### config.mk
export PLATFORM = sky130hd
export DESIGN_NAME = ram_prod_param
export DESIGN_NICKNAME = d
export VERILOG_FILES = /design/src/rtl/ram_prod_param.sv
export SDC_FILE = /design/constraint.sdc
export NUM_CORES = 1
export LEC_CHECK = 0
export CAP_MARGIN = 20
export CORE_ASPECT_RATIO = 0.6
export CORE_MARGIN = 2
export CORE_UTILIZATION = 35
export CTS_CLUSTER_SIZE = 14
export DETAILED_ROUTE_END_ITERATION = 8
export PLACE_DENSITY_LB_ADDON = 0.3
export SYNTH_ARGS = -nofsm -noshare
export SYNTH_HDL_FRONTEND = slang
export SYNTH_SLANG_ARGS = --single-unit
### constraint.sdc
create_clock -name clk_RAM -period 8.9 [get_ports clk_RAM]
set_input_delay 2.67 -clock clk_RAM [delete_from_list [all_inputs] [get_ports clk_RAM]]
set_output_delay 2.67 -clock clk_RAM [all_outputs]
set_load 0.005 [all_outputs]
### src/rtl/ram_prod_param.sv
// Word store for UART setup bytes with registered reads and a
// sequential product engine feeding the pulse-timing logic.
module ram_prod_param #(
  parameter int DATA_W = 8,
  parameter int DEPTH  = 8,
  parameter int ADDR_W = 3,
  parameter int OUT_W  = 32,
  parameter int PROD_N = 4
) (
  input  logic              clk_RAM,
  input  logic              rst_RAM,
  input  logic [DATA_W-1:0] in,
  input  logic [ADDR_W-1:0] w_addr,
  input  logic              write,
  input  logic [ADDR_W-1:0] r_addr,
  input  logic              read,
  input  logic              drt_start,
  output logic [OUT_W-1:0]  out,
  output logic              out_valid,
  output logic [OUT_W-1:0]  drt,
  output logic              drt_valid,
  output logic              drt_busy,
  output logic              drt_ovf
);

  localparam int P_W = OUT_W + DATA_W;

  localparam logic [1:0] S_IDLE = 2'd0;
  localparam logic [1:0] S_LOAD = 2'd1;
  localparam logic [1:0] S_MUL  = 2'd2;
  localparam logic [1:0] S_DONE = 2'd3;

  localparam logic [ADDR_W:0] DEPTH_L =
    (ADDR_W+1)'(DEPTH);
  localparam logic [ADDR_W:0] PROD_L =
    (ADDR_W+1)'(PROD_N);
  localparam logic [ADDR_W-1:0] IDX_LAST =
    ADDR_W'(PROD_N - 1);
  localparam logic [ADDR_W-1:0] IDX_ONE =
    ADDR_W'(1);

  logic [DATA_W-1:0] mem [DEPTH];

  logic [1:0]        state;
  logic              pending;
  logic [ADDR_W-1:0] idx;
  logic [OUT_W-1:0]  acc;
  logic              ovf;

  logic              wr_ok;
  logic              rd_ok;
  logic              trig;
  logic [P_W-1:0]    prod;

  assign wr_ok = write &&
    ({1'b0, w_addr} < DEPTH_L);
  assign rd_ok =
    ({1'b0, r_addr} < DEPTH_L);
  assign trig = drt_start ||
    (wr_ok && ({1'b0, w_addr} < PROD_L));

  assign drt_busy = (state != S_IDLE);

  always_comb begin
    prod = P_W'(acc) * P_W'(mem[idx]);
  end

  // Read-first: out samples the word before
  // any write landing on the same edge.
  always_ff @(posedge clk_RAM) begin
    if (rst_RAM) begin
      for (int i = 0; i < DEPTH; i++)
        mem[i] <= '0;
      out       <= '0;
      out_valid <= 1'b0;
    end else begin
      out_valid <= read;
      if (read)
        out <= rd_ok ?
          OUT_W'(mem[r_addr]) : '0;
      if (wr_ok)
        mem[w_addr] <= in;
    end
  end

  // Triggers seen while busy collapse into one
  // recompute; a trigger during DONE restarts at once.
  always_ff @(posedge clk_RAM) begin
    if (rst_RAM) begin
      state     <= S_IDLE;
      pending   <= 1'b0;
      idx       <= '0;
      acc       <= '0;
      ovf       <= 1'b0;
      drt       <= '0;
      drt_ovf   <= 1'b0;
      drt_valid <= 1'b0;
    end else begin
      drt_valid <= 1'b0;
      unique case (state)
        S_IDLE: begin
          if (trig)
            state <= S_LOAD;
        end
        S_LOAD: begin
          acc   <= OUT_W'(mem[0]);
          ovf   <= 1'b0;
          idx   <= IDX_ONE;
          state <= S_MUL;
          if (trig)
            pending <= 1'b1;
        end
        S_MUL: begin
          acc <= prod[OUT_W-1:0];
          ovf <= ovf | (|prod[P_W-1:OUT_W]);
          idx <= idx + IDX_ONE;
          if (idx == IDX_LAST)
            state <= S_DONE;
          if (trig)
            pending <= 1'b1;
        end
        S_DONE: begin
          drt       <= acc;
          drt_ovf   <= ovf;
          drt_valid <= 1'b1;
          pending   <= 1'b0;
          state     <= (pending || trig) ?
            S_LOAD : S_IDLE;
        end
        default: state <= S_IDLE;
      endcase
    end
  end

endmodule

==> impl_metrics.json, run 1 <==
{
  "clk_pin_slew_ns": 0.08,
  "p_sw_share_pct": 45.6,
  "drive_gt1_share_pct": 7.13,
  "grt_setup_unrepaired": "no",
  "yosysTopAreaCell": "fa_1",
  "die_w_um": 270,
  "die-area_mm2": 0.0443,
  "coreArea_mm2": 0.0419,
  "utilization_pct": 39.4,
  "drc": 0,
  "synth_edf_count": 64,
  "wl_met1_mm": 21.1,
  "syn_avg_cell_area_um2": 9.89,
  "post-route-period-util_pct": 84.1,
  "maxSlewHeadroom_pct": 30.2,
  "cts_sinks": 149,
  "dr_total_vias": 10747,
  "crit_family": "adder cells",
  "setup_violations": 0,
  "synth_xor_area_share_pct": 1.82,
  "wl_met2_mm": 17.1,
  "cp_num_buf_inv": 3,
  "worst_ep_arrival_time_ns": 7.83,
  "fin_cells": 2098,
  "drt-initial-drc-count": 1162,
  "combPwrFrac_pct": 50.1,
  "place_inst": 2065,
  "reg2reg_slack_ns": 1.41,
  "grt_antenna_before_repair": 0,
  "cts_hold_buffers": 0,
  "cts_buffer_depth": 2,
  "detail-route-antenna-nets": 0,
  "period_needed_ns": 7.49,
  "worst_slew_pin_slew_ns": 1.05,
  "hold_viol_final": 0,
  "slew_viol_final": 0,
  "area_delta_synth_final_pct": 10.9,
  "clkPwrFrac_pct": 22.7,
  "yosys_register_bits": 149,
  "root_buffer": "clkbuf_16",
  "pwr-share-seq_pct": 27.2,
  "synthMuxAreaShare_pct": 8.49,
  "required_ns": 9.25,
  "synth_area_mm2": 0.0149,
  "switchingPower_w": 0.00148,
  "synth_compound_area_share_pct": 7.84,
  "skew_ns": 0.0167,
  "cellLeakagePower_nw": 7.08,
  "wl_met3_mm": 3.46,
  "startpoint_type": "flop",
  "synth_area_leaders": "fa_1 (24%), edfxtp_1 (13%), dfxtp_1 (11%)",
  "avgRoutedWirePerCell_um": 20.0,
  "path_cells": "mux4_2 > mux2i_4 > buf_4 > nor2b_1 > fa_1 > fa_1 > fa_1 > inv_1 > fa_1 > inv_1 > ha_1 > and2_1 > nand4_1 > a21oi_1 > o21ai_2 > o41ai_2 > a221oi_2 > xnor2_1 > o41a_1",
  "path_common_cell": "fa_1",
  "postSynthCellCount": 1506,
  "drt_wl_total_mm": 42.0,
  "dr.max_layer_used": "met4",
  "track_usage_pct": 20.0,
  "initial_utilization_pct": 35.5,
  "grt_max_degree": 85,
  "clk_latency_ns": 0.46,
  "internal_power_w": 0.00176,
  "io_buffers": 62,
  "nets": 1780,
  "place_congestion": 0.918,
  "fin_tns_setup_ns": 0,
  "power_density_mw_per_mm2": 196,
  "htreeDepth": 4,
  "max_cap_violations": 0,
  "synthSimpleGateAreaFrac_pct": 19.5,
  "hold_class": "reg2reg",
  "yosys_warnings": 0,
  "critical_path_class": "reg2reg",
  "post_cts_buffers": 0,
  "cts_resized": 0,
  "rows": 58,
  "cp-end-kind": "flop",
  "postSynth.asyncResetShare_pct": 0,
  "synth_top_family_by_area": "adder cells",
  "slowest_stage": "dfxtp_1",
  "crit_fanout": 24,
  "synthAdderAreaFrac_pct": 29.7,
  "status": "finished, final reports clean",
  "dp.final_hpwl_mm": 32.1,
  "synth_seq_area_share_pct": 24.3,
  "cpPeakStageDelay_ns": 0.79,
  "grt_pass1_vias": 11236,
  "io_pins": 87,
  "grt.overflow.total": 0,
  "vias_per_cell": 5.12,
  "firstDrtPassIters": 5,
  "synth_top_area_share_pct": 24.2,
  "n_antenna_cell": 0,
  "cts_made_buffers": 17,
  "max_freq_mhz": 134,
  "synth_cell_type_count": 67,
  "peakVddDrop_mv": 0.149,
  "grt_pass1_wl_mm": 67.4,
  "die_h_um": 164,
  "tritoncts": "yes",
  "synthFlopType": "dfxtp_1"
}
[final cells by class]
cell class	instances	area (µm²)
inverter	177	664
timing repair buffer	75	736
multi-input combinational	1095	10200
clock buffer	17	425
fill	4189	25400
sequential	149	3620
clock inverter	15	155
tap	570	713
[registers in the layout (all words and copies together) (netlist names), named ones only]
signal and cells:
acc 32, drt 32, drt_ovf 1, drt_valid 1
idx 3, mem 64, out 8, out_valid 1
ovf 1, pending 1, state 2
[metal layers]
layer	track usage, %	up-vias
li1	-	4871
met1	31.1	5459
met2	28.4	388
met3	4.20	29
met4	3.79	0
met5	0	-
[placed cells by master, fill, tap and decap left out, drive strengths merged, types with 4 or more instances in the layout]
cell	instances
nand2	63
nor4	4
xor2	8
nor2	105
nor2b	175
a31oi	7
nor3	5
nand4	8
and3	8
and2	110
dfxtp	85
edfxtp	64
o21ai	29
mux4	32
a21oi	55
xnor2	23
a21o	12
or2	8
mux2i	52
conb	24
nand3	12
a211oi	17
clkdlybuf4s50	61
buf	14
inv	187
nand2b	27
fa	180
clkbuf	17
clkinv	5
ha	66
a22oi	22
[synth_stat cells, types with 4 or more instances]
cell,n
a211oi_1,17
a21o_1,11
a21oi_1,53
a22oi_1,22
a31oi_1,7
and2_1,110
and3_1,8
buf_1,11
buf_4,26
buf_6,4
clkbuf_1,56
clkbuf_2,6
dfxtp_1,85
edfxtp_1,64
fa_1,180
ha_1,66
inv_1,176
mux2i_1,52
mux4_2,32
nand2_1,63
nand2b_1,27
nand3_1,12
nand4_1,8
nor2_1,105
nor2b_1,175
nor3_1,5
nor4_1,4
o21ai_0,26
or2_2,8
xnor2_1,23
xor2_1,8
[stage by stage]
step | hold WS, ns | area, µm² | worst slack (ns) | total power [W]
CTS | 0.496 | 16500 | 1.52 | 0.00323
floorplan | 0.476 | 15000 | 2.38 | 0.00205
global placement | 0.472 | 15900 | 1.72 | 0.00246
finish | 0.489 | 16500 | 1.41 | 0.00324
detailed placement | 0.481 | 15900 | 1.56 | 0.00248
global route | 0.521 | 16500 | 1.08 | 0.00346
[worst reg2reg max path, delay by kind of cell, from the launching register on]
| family | cells | cell delay (ns) |
|---|---|---|
| AOI/OAI and AO/OA | 5 | 1.55 |
| xor gates and xnor gates | 1 | 0.15 |
| muxes | 2 | 1.41 |
| buffers and inverters | 3 | 0.46 |
| DFF | 1 | 0.79 |
| and+or+nand+nor | 3 | 0.59 |
| adders and majority gates | 5 | 2.43 |
[worst paths after layout]
check          from     end  cells after the start
max            flop     ovf                     19
min          out[7]  out[7]                      2
max reg2reg    flop     ovf                     19
min reg2reg  out[7]  out[7]                      2
[power by group through the flow]
| stage | Sequential [W] | Clock (W) | Combinational (W) |
|---|---|---|---|
| floorplan | 0.000818 | 0 | 0.00123 |
| global route | 0.000888 | 0.000773 | 0.00180 |
| detailed placement | 0.000892 | 0 | 0.00159 |
| CTS | 0.000878 | 0.000746 | 0.00161 |
| global placement | 0.000889 | 0 | 0.00157 |
| finish | 0.000880 | 0.000736 | 0.00162 |
[cells by family after synthesis]
kind of cell    count (synthesis)
compound gates                176
fa+ha+maj                     246
xor+xnor                       31
simple gates                  532
buf+inv                       285
flops                         149
mux                            86
other cells                     1
(Power assumes the default switching activity.)
==> inputs of run 2 (changes only) <==
==> constraint.sdc (replaced) <==
create_clock -name clk_RAM -period 6.7 [get_ports clk_RAM]
set_input_delay 2.01 -clock clk_RAM [delete_from_list [all_inputs] [get_ports clk_RAM]]
set_output_delay 2.01 -clock clk_RAM [all_outputs]
set_load 0.005 [all_outputs]
==> impl_metrics.json, run 2 (same netlist as run 1, synthesis figures left out) <==
{
  "status": "finished, final reports clean",
  "switchingPower_w": 0.00195,
  "crit_fanout": 16,
  "skew_ns": 0.0141,
  "drt_wl_total_mm": 42.8,
  "critical_path_class": "reg2reg",
  "hold_viol_final": 0,
  "use_met3_pct": 6.29,
  "cts_sinks": 149,
  "dr_total_vias": 10864,
  "final_common_cell": "fa_1",
  "grt.overflow.total": 0,
  "combPwrFrac_pct": 51.8,
  "slew_viol_final": 0,
  "grt_max_degree": 85,
  "dp.final_hpwl_mm": 33.0,
  "hold-path-cell-count": 2,
  "nFillCells": 4166,
  "pwr-share-seq_pct": 26.0,
  "reg2reg_slack_ns": 0.24,
  "r2r_end": "ovf",
  "die_h_um": 164,
  "grt_antenna_before_repair": 0,
  "vias_per_cell": 5.12,
  "htreeDepth": 4,
  "place_congestion": 0.935,
  "layout_common_cells": "fa_1 (180), inv_1 (176), nor2b_1 (175), and2_1 (110), nor2_1 (105)",
  "drt-initial-drc-count": 1084,
  "largest_register_ffs": 64,
  "cp-end-kind": "flop",
  "worst_slew_pin_slew_ns": 1.05,
  "post-route-period-util_pct": 96.5,
  "detail-route-antenna-nets": 0,
  "hold_start": "out[2]",
  "peakVddDrop_mv": 0.244,
  "startpoint_type": "flop",
  "grt_pass1_wl_mm": 67.4,
  "place_inst": 2084,
  "die-area_mm2": 0.0443,
  "required_ns": 7.05,
  "setup_violations": 0,
  "grt_pass1_vias": 11165,
  "rows": 58,
  "cts_resized": 0,
  "p_sw_share_pct": 44.3,
  "power_density_mw_per_mm2": 263,
  "io_pins": 87,
  "track_usage_pct": 20.2,
  "period_needed_ns": 6.46,
  "area_delta_synth_final_pct": 12.7,
  "maxSlewHeadroom_pct": 30.3,
  "coreArea_mm2": 0.0419,
  "reg2regPathDepth": 20,
  "nets": 1804,
  "use_met1_pct": 30.4,
  "grt_busiest_layer": "met1",
  "clk_pin_slew_ns": 0.07,
  "tritoncts": "yes",
  "cellLeakagePower_nw": 7.22,
  "grt_setup_unrepaired": "no",
  "initial_utilization_pct": 35.5,
  "max_freq_mhz": 155,
  "fin_cells": 2121,
  "root_buffer": "clkbuf_16",
  "hold_class": "reg2reg",
  "clk_latency_ns": 0.46,
  "cts_made_buffers": 17,
  "biggestRegsByFlops": "mem (64), acc (32), drt (32)",
  "max_cap_violations": 0,
  "drc": 0,
  "cts_buffer_depth": 2,
  "avgRoutedWirePerCell_um": 20.2,
  "firstDrtPassIters": 5,
  "io_buffers": 62,
  "grt_use_met2_pct": 28.0,
  "largest_register": "mem",
  "worst_ep_arrival_time_ns": 6.81,
  "n_antenna_cell": 0,
  "min_to": "out[2]",
  "clkPwrFrac_pct": 22.2,
  "drive_gt1_share_pct": 8.45,
  "internal_power_w": 0.00245,
  "die_w_um": 270,
  "fin_tns_setup_ns": 0
}
## run 2: changes by cell type in the layout (fill, tap and decap cells not counted), sizes merged
cell / previous run / this run
buf: 14 / 38
bufinv: 0 / 1
clkinv: 5 / 3
clkinvlp: 0 / 1
inv: 187 / 186
## run 2: routing by layer
metal	vias to the layer above	share of wire, %
li1	4919	-
met3	39	9.1
met4	0	1.4
met1	5511	49
met5	-	0
met2	395	40
## run 2: timing repair
| item | 4_1_cts | 5_1_grt |
|---|---|---|
| endpoints found under the setup margin | 0 | 1 |
| hold buffers | 0 | 0 |
| setup buffers | 0 | 5 |
## run 2: how the worst max path moves through the flow
stage               endpoint  slack, ns  cells past startpoint  from
floorplan                ovf       0.18                     23  flop
finish                   ovf       0.24                     20  flop
CTS                      ovf       0.13                     20  flop
global route             ovf       0.02                     20  flop
global placement         ovf       0.20                     21  flop
detailed placement       ovf       0.15                     20  flop
## run 2: area by class of cell
type	count	area (µm²)	area share, %
Tap cell	570	713	4.25
Sequential cell	149	3620	21.6
Clock buffer	17	425	2.54
Inverter	177	664	3.96
Clock inverter	14	140	0.835
Multi-Input combinational cell	1095	10200	60.8
Timing Repair Buffer	99	1000	5.98
## run 2: critical path, cell delays in order (launching register included)
cell	delay, ns
dfxtp_1	0.35
buf_12	0.18
mux4_2	0.56
mux2i_4	0.25
buf_4	0.23
nor2b_1	0.07
fa_1	0.40
fa_1	0.50
inv_1	0.06
fa_1	0.48
fa_1	0.49
inv_1	0.06
ha_1	0.37
nand4b_1	0.26
a311o_1	0.48
a21oi_1	0.27
o21ai_2	0.14
o41ai_2	0.44
a221oi_2	0.13
xnor2_1	0.16
o41a_1	0.43
## run 2: power by group through the flow
stage / combinational (W) / clock, W / sequential, W
final: 0.00228 / 0.000978 / 0.00115
after floorplan: 0.00163 / 0 / 0.00109
after detailed placement: 0.00220 / 0 / 0.00116
after global routing: 0.00252 / 0.00104 / 0.00115
after global placement: 0.00218 / 0 / 0.00116
after CTS: 0.00223 / 0.000998 / 0.00114
## run 2: stage by stage
step	setup slack, ns	total power, W	hold slack (ns)	utilization (%)	area, µm²
after global routing	0.0195	0.00471	0.515	40.0	16800
after global placement	0.204	0.00334	0.474	38.4	16100
after CTS	0.127	0.00437	0.488	39.8	16700
after floorplan	0.185	0.00272	0.476	-	15000
after detailed placement	0.149	0.00337	0.478	38.5	16100
final	0.235	0.00440	0.487	40.0	16800
